### config.mk
export PLATFORM = sky130hd
export DESIGN_NAME = memory_arbiter
export DESIGN_NICKNAME = d
export VERILOG_FILES = /design/src/rtl/memory_arbiter_pkg.sv /design/src/rtl/read_return_pipe.sv /design/src/rtl/memory_arbiter.sv
export SDC_FILE = /design/constraint.sdc
export NUM_CORES = 1
export LEC_CHECK = 0
export ABC_CLOCK_PERIOD_IN_PS = 2700
export CAP_MARGIN = 10
export CORE_ASPECT_RATIO = 0.5
export CORE_UTILIZATION = 39
export CTS_CLUSTER_SIZE = 25
export DETAILED_ROUTE_END_ITERATION = 8
export PLACE_DENSITY = 0.8
export SYNTH_ARGS = -nofsm -noshare
export SYNTH_HDL_FRONTEND = slang
export SYNTH_SLANG_ARGS = --single-unit
### constraint.sdc
create_clock -name clock -period 2.7 [get_ports clock]
set_input_delay 0.405 -clock clock [delete_from_list [all_inputs] [get_ports clock]]
set_output_delay 0.405 -clock clock [all_outputs]
set_load 0.05 [all_outputs]
### src/rtl/memory_arbiter_pkg.sv
// Shared types for the ZBT memory arbiter.
// Requester tags, swap states and word geometry.
package memory_arbiter_pkg;

    localparam int OFF_W  = 17;
    localparam int WORD_W = 36;
    localparam int ADDR_W = OFF_W + 1;

    typedef enum logic [1:0] {
        TAG_NONE = 2'd0,
        TAG_VGA  = 2'd1,
        TAG_PROC = 2'd2
    } tag_e;

    typedef enum logic {
        CAPTURING = 1'b0,
        PENDING   = 1'b1
    } swap_e;

    function automatic logic [ADDR_W-1:0] mk_addr(
        input logic             buf_bit,
        input logic [OFF_W-1:0] off
    );
        return {buf_bit, off};
    endfunction

endpackage

### src/rtl/read_return_pipe.sv
// Read return routing for the ZBT arbiter.
// Tags follow each access so returning data reaches its requester.
module read_return_pipe
    import memory_arbiter_pkg::*;
#(
    parameter int RD_LAT = 2
) (
    input  logic              clock,
    input  logic              reset,
    input  tag_e              tag_in,
    input  logic [WORD_W-1:0] mem_rdata,
    output logic [WORD_W-1:0] vga_pixel,
    output logic              done_vga,
    output logic [WORD_W-1:0] proc_rdata,
    output logic              proc_rvalid
);

    tag_e tags [RD_LAT+1];

    // Shift tags alongside the access; last stage lines up with mem_rdata.
    always_ff @(posedge clock) begin
        if (reset) begin
            for (int i = 0; i <= RD_LAT; i++) begin
                tags[i] <= TAG_NONE;
            end
        end else begin
            tags[0] <= tag_in;
            for (int i = 1; i <= RD_LAT; i++) begin
                tags[i] <= tags[i-1];
            end
        end
    end

    // Capture returning word for its owner; data holds while valid is low.
    always_ff @(posedge clock) begin
        if (reset) begin
            done_vga    <= 1'b0;
            proc_rvalid <= 1'b0;
            vga_pixel   <= '0;
            proc_rdata  <= '0;
        end else begin
            done_vga    <= (tags[RD_LAT] == TAG_VGA);
            proc_rvalid <= (tags[RD_LAT] == TAG_PROC);
            if (tags[RD_LAT] == TAG_VGA) begin
                vga_pixel <= mem_rdata;
            end
            if (tags[RD_LAT] == TAG_PROC) begin
                proc_rdata <= mem_rdata;
            end
        end
    end

endmodule

### src/rtl/memory_arbiter.sv
// ZBT arbiter for VGA scan-out, NTSC capture and processing.
// Double-buffered frames; proc is promoted over ntsc when starved.
module memory_arbiter
    import memory_arbiter_pkg::*;
#(
    parameter int RD_LAT       = 2,
    parameter int STARVE_LIMIT = 8
) (
    input  logic              clock,
    input  logic              reset,
    input  logic              frame_flag,
    input  logic              ntsc_frame_done,
    input  logic              vga_flag,
    input  logic [OFF_W-1:0]  vga_addr,
    output logic              vga_grant,
    output logic [WORD_W-1:0] vga_pixel,
    output logic              done_vga,
    input  logic              ntsc_flag,
    input  logic [OFF_W-1:0]  ntsc_addr,
    input  logic [WORD_W-1:0] ntsc_data,
    output logic              ntsc_ack,
    input  logic              proc_req,
    input  logic              proc_we,
    input  logic [OFF_W-1:0]  proc_addr,
    input  logic [WORD_W-1:0] proc_wdata,
    output logic              proc_ack,
    output logic [WORD_W-1:0] proc_rdata,
    output logic              proc_rvalid,
    output logic [ADDR_W-1:0] mem_addr,
    output logic              mem_we,
    output logic [WORD_W-1:0] mem_wdata,
    input  logic [WORD_W-1:0] mem_rdata,
    output logic              display_buf
);

    localparam int CNT_W = $clog2(STARVE_LIMIT + 1);

    logic [CNT_W-1:0] starve_cnt;
    logic             starved;
    swap_e            state;
    tag_e             tag_in;

    assign starved = (starve_cnt == CNT_W'(STARVE_LIMIT));

    // Fixed priority vga > ntsc > proc, proc jumps ntsc once starved.
    always_comb begin
        vga_grant = 1'b0;
        ntsc_ack  = 1'b0;
        proc_ack  = 1'b0;
        tag_in    = TAG_NONE;
        if (!reset) begin
            vga_grant = vga_flag;
            ntsc_ack  = !vga_flag && ntsc_flag && !(proc_req && starved);
            proc_ack  = !vga_flag && proc_req && (!ntsc_flag || starved);
        end
        if (vga_grant) begin
            tag_in = TAG_VGA;
        end else if (proc_ack && !proc_we) begin
            tag_in = TAG_PROC;
        end
    end

    // Count consecutive denied proc cycles, saturating at the limit.
    always_ff @(posedge clock) begin
        if (reset) begin
            starve_cnt <= '0;
        end else if (proc_ack || !proc_req) begin
            starve_cnt <= '0;
        end else if (!starved) begin
            starve_cnt <= starve_cnt + CNT_W'(1);
        end
    end

    // Register the granted access onto the ZBT port; idle keeps address.
    always_ff @(posedge clock) begin
        if (reset) begin
            mem_addr  <= '0;
            mem_we    <= 1'b0;
            mem_wdata <= '0;
        end else begin
            mem_we <= 1'b0;
            unique case (1'b1)
                vga_grant: begin
                    mem_addr <= mk_addr(display_buf, vga_addr);
                end
                ntsc_ack: begin
                    mem_addr  <= mk_addr(!display_buf, ntsc_addr);
                    mem_we    <= 1'b1;
                    mem_wdata <= ntsc_data;
                end
                proc_ack: begin
                    mem_addr <= mk_addr(!display_buf, proc_addr);
                    mem_we   <= proc_we;
                    if (proc_we) begin
                        mem_wdata <= proc_wdata;
                    end
                end
                default: begin
                end
            endcase
        end
    end

    // Buffer swap: wait for a captured frame, flip at next frame boundary.
    always_ff @(posedge clock) begin
        if (reset) begin
            state       <= CAPTURING;
            display_buf <= 1'b0;
        end else begin
            unique case (state)
                CAPTURING: begin
                    if (ntsc_frame_done && frame_flag) begin
                        display_buf <= !display_buf;
                    end else if (ntsc_frame_done) begin
                        state <= PENDING;
                    end
                end
                PENDING: begin
                    if (frame_flag) begin
                        display_buf <= !display_buf;
                        state       <= CAPTURING;
                    end
                end
                default: begin
                    state <= CAPTURING;
                end
            endcase
        end
    end

    read_return_pipe #(
        .RD_LAT(RD_LAT)
    ) u_ret (
        .clock      (clock),
        .reset      (reset),
        .tag_in     (tag_in),
        .mem_rdata  (mem_rdata),
        .vga_pixel  (vga_pixel),
        .done_vga   (done_vga),
        .proc_rdata (proc_rdata),
        .proc_rvalid(proc_rvalid)
    );

endmodule

Yosys cells after proc, flatten, opt, wreduce, memory -nomap -nowiden
Memories as Yosys holds them, arrays and structs flattened. Index checks and enable logic that the tools add are counted.

Register bits after elaboration: 135. Input bits: 167. Memories kept: 1. Latch bits: 0. Bits in writable memories: 6. Output and inout bits: 133. Bits in read-only memories: 0.

Memory list: u_ret.tags (words 3, width 2, read ports 3, clocked after memory_dff 0, write ports 3, RTL line read_return_pipe.sv:18) `tag_e tags [RD_LAT+1];`.

Order comparisons: 0. Reduce and logical (&&, ||, !) cells: 20. Bitwise gates (word level): 4. Div/mod/pow operators: 0. Multipliers: 0. Add/sub/neg operators: 1. Multiplexer cells: 22. Equal/unequal tests: 6. Shift-type cells: 0.

Operators with widths (count): 36-bit case mux with 2 select lines (1); 18-bit case mux with 3 select lines (1); 36-bit 2-to-1 mux (1); 1-bit 2-to-1 mux (11); 2-bit 2-to-1 mux (5); 1-bit logical AND (7); 1-bit zero test (6); 2-bit inequality test, second input constant (3); 1-bit case mux with 2 select lines (3); 4-bit by 1-bit adder with 4-bit output, second input constant (1); 4-bit == test, second input constant (1); 2-bit AND reduction (2); 1-bit bitwise OR (3); 3-bit nonzero test (1); 2-bit by 1-bit == test with 1-bit output, second input constant (1); 2-bit == test, second input constant (1); 1-bit logical OR (2); 2-bit nonzero test (1); 2-bit OR reduction (1); 1-bit NOT (1).

Depth between registers and ports, before layout
Gate-level depths: netlist of run 1.

Depth after elaboration: 8. Gate-level depth with buffers: 9.

Modules after synthesis
A second synthesis of run 1 with hierarchy kept.

Cell total of the unflattened synthesis: 639. Area, all modules: 6067.1 um^2.

By module, submodules not included: read_return_pipe (cells an instance 292, area an instance 3261.9 um^2, sequential area each 1601.5 um^2, times used 1); memory_arbiter (cells an instance 347, area an instance 2805.2 um^2, sequential area each 1221.2 um^2, times used 1).

Worst setup path after synthesis of run 1
OpenSTA, ideal clock, no wires.

Path type: reg2reg. Start point: reg starve_cnt[0]. End point: reg mem_addr[10]. Setup slack: 0.585 ns. Data required time: 2.614 ns. Stages on the path, launching flop included: 10. Arrival time: 2.030 ns. Setup time: 0.086 ns. Path buffers: 2. Path through: dfxtp_1 > inv_1 > ha_1 > and3b_1 > buf_4 > o21ai_0 > inv_2 > clkbuf_1 > nand2_1 > a211oi_1.

Elaborated cells between the ends (all ways): 10. Classes of those cells: eq/ne (1); mux (3); reduce/logical (6).

RTL lines: start: declaration (RTL line memory_arbiter.sv:38) `logic [CNT_W-1:0] starve_cnt;`; start signal: assignment (RTL line memory_arbiter.sv:70) `starve_cnt <= starve_cnt + CNT_W'(1);`; 4-bit == test (*) (RTL line memory_arbiter.sv:43) `assign starved = (starve_cnt == CNT_W'(STARVE_LIMIT));`; 1-bit logical OR (*) (RTL line memory_arbiter.sv:54) `proc_ack = !vga_flag && proc_req && (!ntsc_flag || starved);`; 1-bit logical AND (*) (RTL line memory_arbiter.sv:54); 1-bit 2-to-1 mux (*) (RTL line memory_arbiter.sv:51) `if (!reset) begin`; named net proc_ack (RTL line memory_arbiter.sv:26) `output logic proc_ack,`; 18-bit case mux with 3 select lines or 3-bit nonzero test (tied branches); end signal: assignment (RTL line memory_arbiter.sv:84) `mem_addr <= mk_addr(display_buf, vga_addr);`; end signal: assignment (RTL line memory_arbiter.sv:87) `mem_addr <= mk_addr(!display_buf, ntsc_addr);`; end signal: assignment (RTL line memory_arbiter.sv:92) `mem_addr <= mk_addr(!display_buf, proc_addr);`; end: declaration (RTL line memory_arbiter.sv:29) `output logic [ADDR_W-1:0] mem_addr,`.

The timed path passes the listed nets; every way through them passes the cells marked *. A chain may end at the register's enable or synchronous reset.

Worst setup path in the final report of run 1
Start point: reg starve_cnt[0]. End point: out ntsc_ack.

Word-level cells in the longest chain between the ends: 5.

Ends and longest elaborated chain: 4-bit == test (RTL line memory_arbiter.sv:43); 1-bit logical AND (RTL line memory_arbiter.sv:53) `ntsc_ack = !vga_flag && ntsc_flag && !(proc_req && starved);`; 1-bit zero test (RTL line memory_arbiter.sv:53); 1-bit logical AND (RTL line memory_arbiter.sv:53); 1-bit 2-to-1 mux (RTL line memory_arbiter.sv:51); end: declaration (RTL line memory_arbiter.sv:21) `output logic ntsc_ack,`.

No other way between the ends.

==> flow_metrics.env, run 1 <==
export IMPL_drt_pre_antenna_iters=4
export IMPL_finalMaxSlewViolations=0
export IMPL_num_antenna_cells=0
export IMPL_syn_to_final_growth_pct=66.2
export IMPL_cp_end_kind="output pin"
export IMPL_max_cap_violations=0
export IMPL_fin_setup_tns_ns=0
export IMPL_tightest_slew_ns=0.848
export IMPL_synth_area_top_cells="dfxtp_1 (50%), nand2_1 (16%), a311oi_2 (8.7%), a21oi_1 (6.6%), nor2_1 (3.8%)"
export IMPL_start_kind="flop"
export IMPL_fin_crit_ns=2.57
export IMPL_grt_total_usage=0.228
export IMPL_grt_max_degree=74
export IMPL_timing_fmax_mhz=389
export IMPL_power_density_nw_per_um2=578
export IMPL_crit_required_ns=2.30
export IMPL_num_nets_final=1126
export IMPL_fillers=1118
export IMPL_cts_buffers=17
export IMPL_htreeDepth=4
export IMPL_crit_type="reg -> out"
export IMPL_cts_tree="done"
export IMPL_numPortBuffers=299
export IMPL_synth_area_sq_um=5670
export IMPL_syn_nets=845
export IMPL_min_from="reset"
export IMPL_antenna_found_initial=0
export IMPL_yosysWarnings=0
export IMPL_skew_ns=0.0116
export IMPL_seq_area_frac_synth=0.498
export IMPL_yosysTopAreaCellShare=0.498
export IMPL_synth_ff_type="dfxtp_1"
export IMPL_ir_worst_vdd_mv=0.384
export IMPL_synth_edff_count=0
export IMPL_synthDistinctLibCells=32
export IMPL_clock_sinks=141
export IMPL_slowest_delay_ns=0.60
export IMPL_stdcell_count=1162
export IMPL_hpwl_mm=12.7
export IMPL_yosysMostFrequentCell="nand2_1"
export IMPL_die_width_um=172
export IMPL_multi_input_area_sq_um=2570
export IMPL_vias=5742
export IMPL_coreArea_sq_um=13900
export IMPL_crit_path_cell_trace="inv_1, ha_1, and3b_1, a211oi_4, buf_12"
export IMPL_path_max_fanout=11
export IMPL_die_area_sq_um=15000
export IMPL_rsz0062_at_grt="no"
export IMPL_drc_errors=0
export IMPL_slew_headroom=0.435
export IMPL_wl_per_cell_um=15.2
export IMPL_start_util=0.409
export IMPL_grt_pass1_wl_mm=27.0
export IMPL_seqCellArea_sq_um=2820
export IMPL_wirelength_mm=17.6
export IMPL_r2r_start="starve_cnt[0]"
export IMPL_crit_path_start="starve_cnt[0]"
export IMPL_outcome="complete, no violations"
export IMPL_numPlacedInstances=1130
export IMPL_cts_root_buffer="clkbuf_16"
export IMPL_critPathSlowestCell="a211oi_4"
export IMPL_detail_route_antenna_nets=0
export IMPL_cts_resized_gates=0
export IMPL_viasPerCell=4.94
export IMPL_ioPinCount=300
export IMPL_syn_area_per_cell_sq_um=8.38
export IMPL_finalSetupViolCount=0
export IMPL_worstPathArrival_ns=2.16
export IMPL_async_flop_share=0
export IMPL_path_clk_slew_ns=0.07
export IMPL_clock_latency_ns=0.41
export IMPL_clock_path_buffers=2
export IMPL_die_h_um=87.2
export IMPL_fp_row_count=30
export IMPL_grt_pass1_vias=5441
export IMPL_p_leak_nw=3.27
export IMPL_gp_congestion=0.827
export IMPL_hold_viol=0
export IMPL_period_share=0.951
export IMPL_ys_ff_latch=141
export IMPL_worstHoldPathType="in -> reg"
export IMPL_synth_common_cells="nand2_1 (235), dfxtp_1 (141), a21oi_1 (75)"
export IMPL_drive_gt1_frac=0.101
export IMPL_drt_iter0_drc=241
export IMPL_gr_total_overflow=0
export IMPL_yosysTopAreaCell="dfxtp_1"
export IMPL_syn_inst=676
==> critical path: cells and delay by family (launching register included) <==
family,cells,cell delay [ns]
AO/OA/AOI/OAI,1,0.60
adder cells (fa/ha/maj),1,0.21
buffers and inverters,2,0.30
flip-flops,1,0.35
AND/OR/NAND/NOR,1,0.31
==> per-layer routing <==
layer,routed length [um],global-route usage,share of wire,vias up
li1,-,-,-,2847
met1,7370,0.269,0.42,2688
met2,8870,0.403,0.50,173
met3,865,0.0500,0.049,34
met4,499,0.0965,0.028,0
met5,0,0,0,-
==> report_power, final <==
part / switching [W] / internal (W) / leakage (nW) / total (W)
sequential: 0.0000409 / 0.00216 / 1.15 / 0.00220
combinational: 0.000519 / 0.000434 / 1.85 / 0.000953
clock: 0.000962 / 0.00133 / 0.279 / 0.00229
==> final timing paths <==
path / cells after the start / endpoint / slack, ns
hold reg to reg: 1 / u_ret.tags[0][5] / 0.43
setup / recovery: 5 / ntsc_ack / 0.13
hold / removal: 2 / mem_addr[7] / 0.23
setup reg to reg: 7 / mem_wdata[28] / 0.49
==> stage by stage <==
| stage | instance area, sq um | hold slack (ns) | util | power [W] | setup WS (ns) |
|---|---|---|---|---|---|
| after floorplan | 5670 | 0.414 | - | 0.00274 | 0.585 |
| after global placement | 8830 | 0.420 | 0.638 | 0.00318 | 0.294 |
| after detailed placement | 8830 | 0.421 | 0.638 | 0.00320 | 0.214 |
| after CTS | 9420 | 0.219 | 0.680 | 0.00550 | 0.0937 |
| after global routing | 9420 | 0.224 | 0.680 | 0.00565 | 0.00575 |
| final | 9420 | 0.231 | 0.680 | 0.00544 | 0.131 |
==> area by class of cell <==
cell class / count / area share
Sequential cell: 141 / 0.300
Tap cell: 192 / 0.0255
Clock inverter: 14 / 0.0154
Clock buffer: 18 / 0.0466
Inverter: 6 / 0.00239
Timing Repair Buffer: 316 / 0.337
Multi-Input combinational cell: 475 / 0.273
==> registers in the layout (all words and copies together) (netlist names), 4 cells and up <==
name and count:
starve_cnt 4, u_ret.tags 6, u_ret.proc_rdata 36, mem_wdata 36, u_ret.vga_pixel 36, mem_addr 18
==> cell families after synthesis <==
group	after synthesis	synth area share
fa+ha+maj	2	0.00441
compound gates	152	0.221
flops	141	0.498
xor+xnor	4	0.00618
simple gates	317	0.221
buf+inv	60	0.0492
==> what timing repair did <==
item,CTS,global route
hold buffers,0,0
setup buffers,0,0
hold endpoints to repair,0,0
setup endpoints to repair,0,1
==> placed cells by master, fill, tap and decap left out, drive strengths merged, types with 2 or more instances in the layout <==
master / n
ha: 2
xnor2: 2
a221oi: 17
buf: 21
a21oi: 75
a211oi: 19
a311oi: 38
clkinvlp: 3
nor3: 3
clkbuf: 18
nor2b: 8
or2: 2
dfxtp: 141
nand2: 235
inv: 15
xor2: 2
nor2: 61
o21ai: 2
nand2b: 3
clkdlybuf4s50: 295
No activity file was read; power rests on OpenSTA's default activity.
==> run 2: changes to the inputs <==
--- a/config.mk
+++ b/config.mk
@@ -7,7 +7,7 @@
 export LEC_CHECK = 0
 export ABC_CLOCK_PERIOD_IN_PS = 2700
 export CAP_MARGIN = 10
-export CORE_ASPECT_RATIO = 0.5
+export CORE_ASPECT_RATIO = 0.8
 export CORE_UTILIZATION = 39
 export CTS_CLUSTER_SIZE = 25
 export DETAILED_ROUTE_END_ITERATION = 8
==> run 2 against run 1 <==
  * Via count grew 0.44%
  * Sequential share of layout area is essentially flat
  * Non-clock buffer count shrank 2
  * Die area shrank 0.18%
  * Setup slack gained 0.072 ns
  * Critical path type unchanged
  * Routed wire length shrank 1.4%
  * Fmax grew 2.9%
==> flow_metrics.env, run 2 (same netlist as run 1, synthesis figures left out) <==
export IMPL_fp_row_count=39
export IMPL_grt_pass1_wl_mm=26.2
export IMPL_die_area_sq_um=15000
export IMPL_rsz0062_at_grt="no"
export IMPL_wl_per_cell_um=15.1
export IMPL_clock_latency_ns=0.42
export IMPL_crit_type="reg -> out"
export IMPL_cts_root_buffer="clkbuf_16"
export IMPL_ir_worst_vdd_mv=0.493
export IMPL_max_cap_violations=0
export IMPL_htreeDepth=4
export IMPL_final_area_sq_um=9430
export IMPL_viasPerCell=5.01
export IMPL_die_width_um=137
export IMPL_drt_pre_antenna_iters=4
export IMPL_fin_crit_ns=2.50
export IMPL_worstHoldPathType="in -> reg"
export IMPL_clock_path_buffers=2
export IMPL_numPortBuffers=299
export IMPL_cts_buffers=17
export IMPL_power_density_nw_per_um2=591
export IMPL_coreArea_sq_um=14200
export IMPL_cts_hold_buf=0
export IMPL_ioPinCount=300
export IMPL_mostFrequentLayoutCell="clkdlybuf4s50_1"
export IMPL_tightest_slew_ns=0.935
export IMPL_timing_fmax_mhz=401
export IMPL_fin_setup_tns_ns=0
export IMPL_die_h_um=110
export IMPL_hold_viol=0
export IMPL_cp_end_kind="output pin"
export IMPL_cts_resized_gates=0
export IMPL_num_antenna_cells=0
export IMPL_outcome="complete, no violations"
export IMPL_hpwl_mm=12.1
export IMPL_grt_max_degree=74
export IMPL_layout_setup_ws_ns=0.203
export IMPL_grt_pass1_vias=5415
export IMPL_start_kind="flop"
export IMPL_detail_route_antenna_nets=0
export IMPL_fillers=1213
export IMPL_wirelength_mm=17.4
export IMPL_start_util=0.398
export IMPL_reg_top3="mem_wdata: 36 flops, u_ret.proc_rdata: 36 flops, u_ret.vga_pixel: 36 flops"
export IMPL_skew_ns=0.00774
export IMPL_period_share=0.925
export IMPL_antenna_found_initial=0
export IMPL_gr_total_overflow=0
export IMPL_path_max_fanout=6
export IMPL_num_nets_final=1124
export IMPL_layout_common_cells="clkdlybuf4s50_1 (295), nand2_1 (235), dfxtp_1 (141), a21oi_1 (75), nor2_1 (58)"
export IMPL_crit_required_ns=2.30
export IMPL_cts_tree="done"
export IMPL_clock_sinks=141
export IMPL_finalMaxSlewViolations=0
export IMPL_slew_headroom=0.377
export IMPL_finalSetupViolCount=0
export IMPL_vias=5767
export IMPL_post_place_ws_ns=0.270
export IMPL_worstPathArrival_ns=2.09
export IMPL_syn_to_final_growth_pct=66.4
export IMPL_place_area_sq_um=8810
export IMPL_drc_errors=0
export IMPL_grt_total_usage=0.228
export IMPL_postCtsSetupRepairBufs=0
export IMPL_p_leak_nw=3.28
export IMPL_drive_gt1_frac=0.0981
export IMPL_drt_iter0_drc=332
export IMPL_gp_congestion=0.783
export IMPL_path_clk_slew_ns=0.05
==> run 2: changes by cell type in the layout (fill, tap and decap cells not counted) <==
| cell | before | now |
|---|---|---|
| bufinv_16 | 1 | 3 |
| buf_4 | 16 | 14 |
| clkbuf_1 | 0 | 1 |
| inv_8 | 2 | 0 |
| clkbuf_8 | 1 | 4 |
| clkinv_2 | 0 | 3 |
| inv_6 | 7 | 0 |
==> run 2: per-layer routing <==
metal	track usage	vias to the layer above	routed length, um	part of all wire
li1	-	2840	-	-
met5	0	-	0	0
met3	0.0821	31	1390	0.080
met4	0.0934	0	384	0.022
met1	0.254	2693	6930	0.40
met2	0.394	203	8650	0.50
==> run 2: path summary, 6_finish.rpt <==
kind,start,endpoint,slack (ns),depth (start not counted)
setup / recovery,starve_cnt[0],ntsc_ack,0.20,5
hold / removal,reset,u_ret.tags[0][0],0.21,2
setup reg to reg,starve_cnt[0],mem_wdata[12],0.51,7
hold reg to reg,u_ret.tags[0][0],u_ret.tags[0][2],0.43,1
==> run 2: critical path, cell delays in order, from the launching register on <==
cell,delay (ns)
dfxtp_1,0.35
inv_1,0.08
ha_1,0.20
and3b_1,0.32
a211oi_4,0.51
buf_12,0.20
==> run 2: final cells by class <==
| type | count | area [sq um] | area share |
|---|---|---|---|
| tap | 184 | 230 | 0.0244 |
| clock buffer | 22 | 484 | 0.0514 |
| timing repair buffer | 314 | 3160 | 0.335 |
| clock inverter | 10 | 136 | 0.0145 |
| sequential | 141 | 2820 | 0.299 |
| inverter | 6 | 22.5 | 0.00239 |
| multi-input combinational | 475 | 2570 | 0.273 |
==> run 2: where the power goes <==
group	leakage, nW	switching [W]	internal [W]
Combinational	1.84	0.000519	0.000434
Sequential	1.15	0.0000403	0.00216
Clock	0.298	0.000875	0.00155
==> run 2: per-stage QoR <==
step / hold WS (ns) / total power [W] / util / instances
6_report: 0.211 / 0.00557 / 0.662 / 1152
5_1_grt: 0.209 / 0.00578 / 0.662 / 1152
4_1_cts: 0.189 / 0.00562 / 0.662 / 1152
3_5_place_dp: 0.425 / 0.00320 / 0.618 / 1120
3_3_place_gp: 0.418 / 0.00319 / 0.618 / 1120
2_1_floorplan: 0.414 / 0.00274 / - / 676
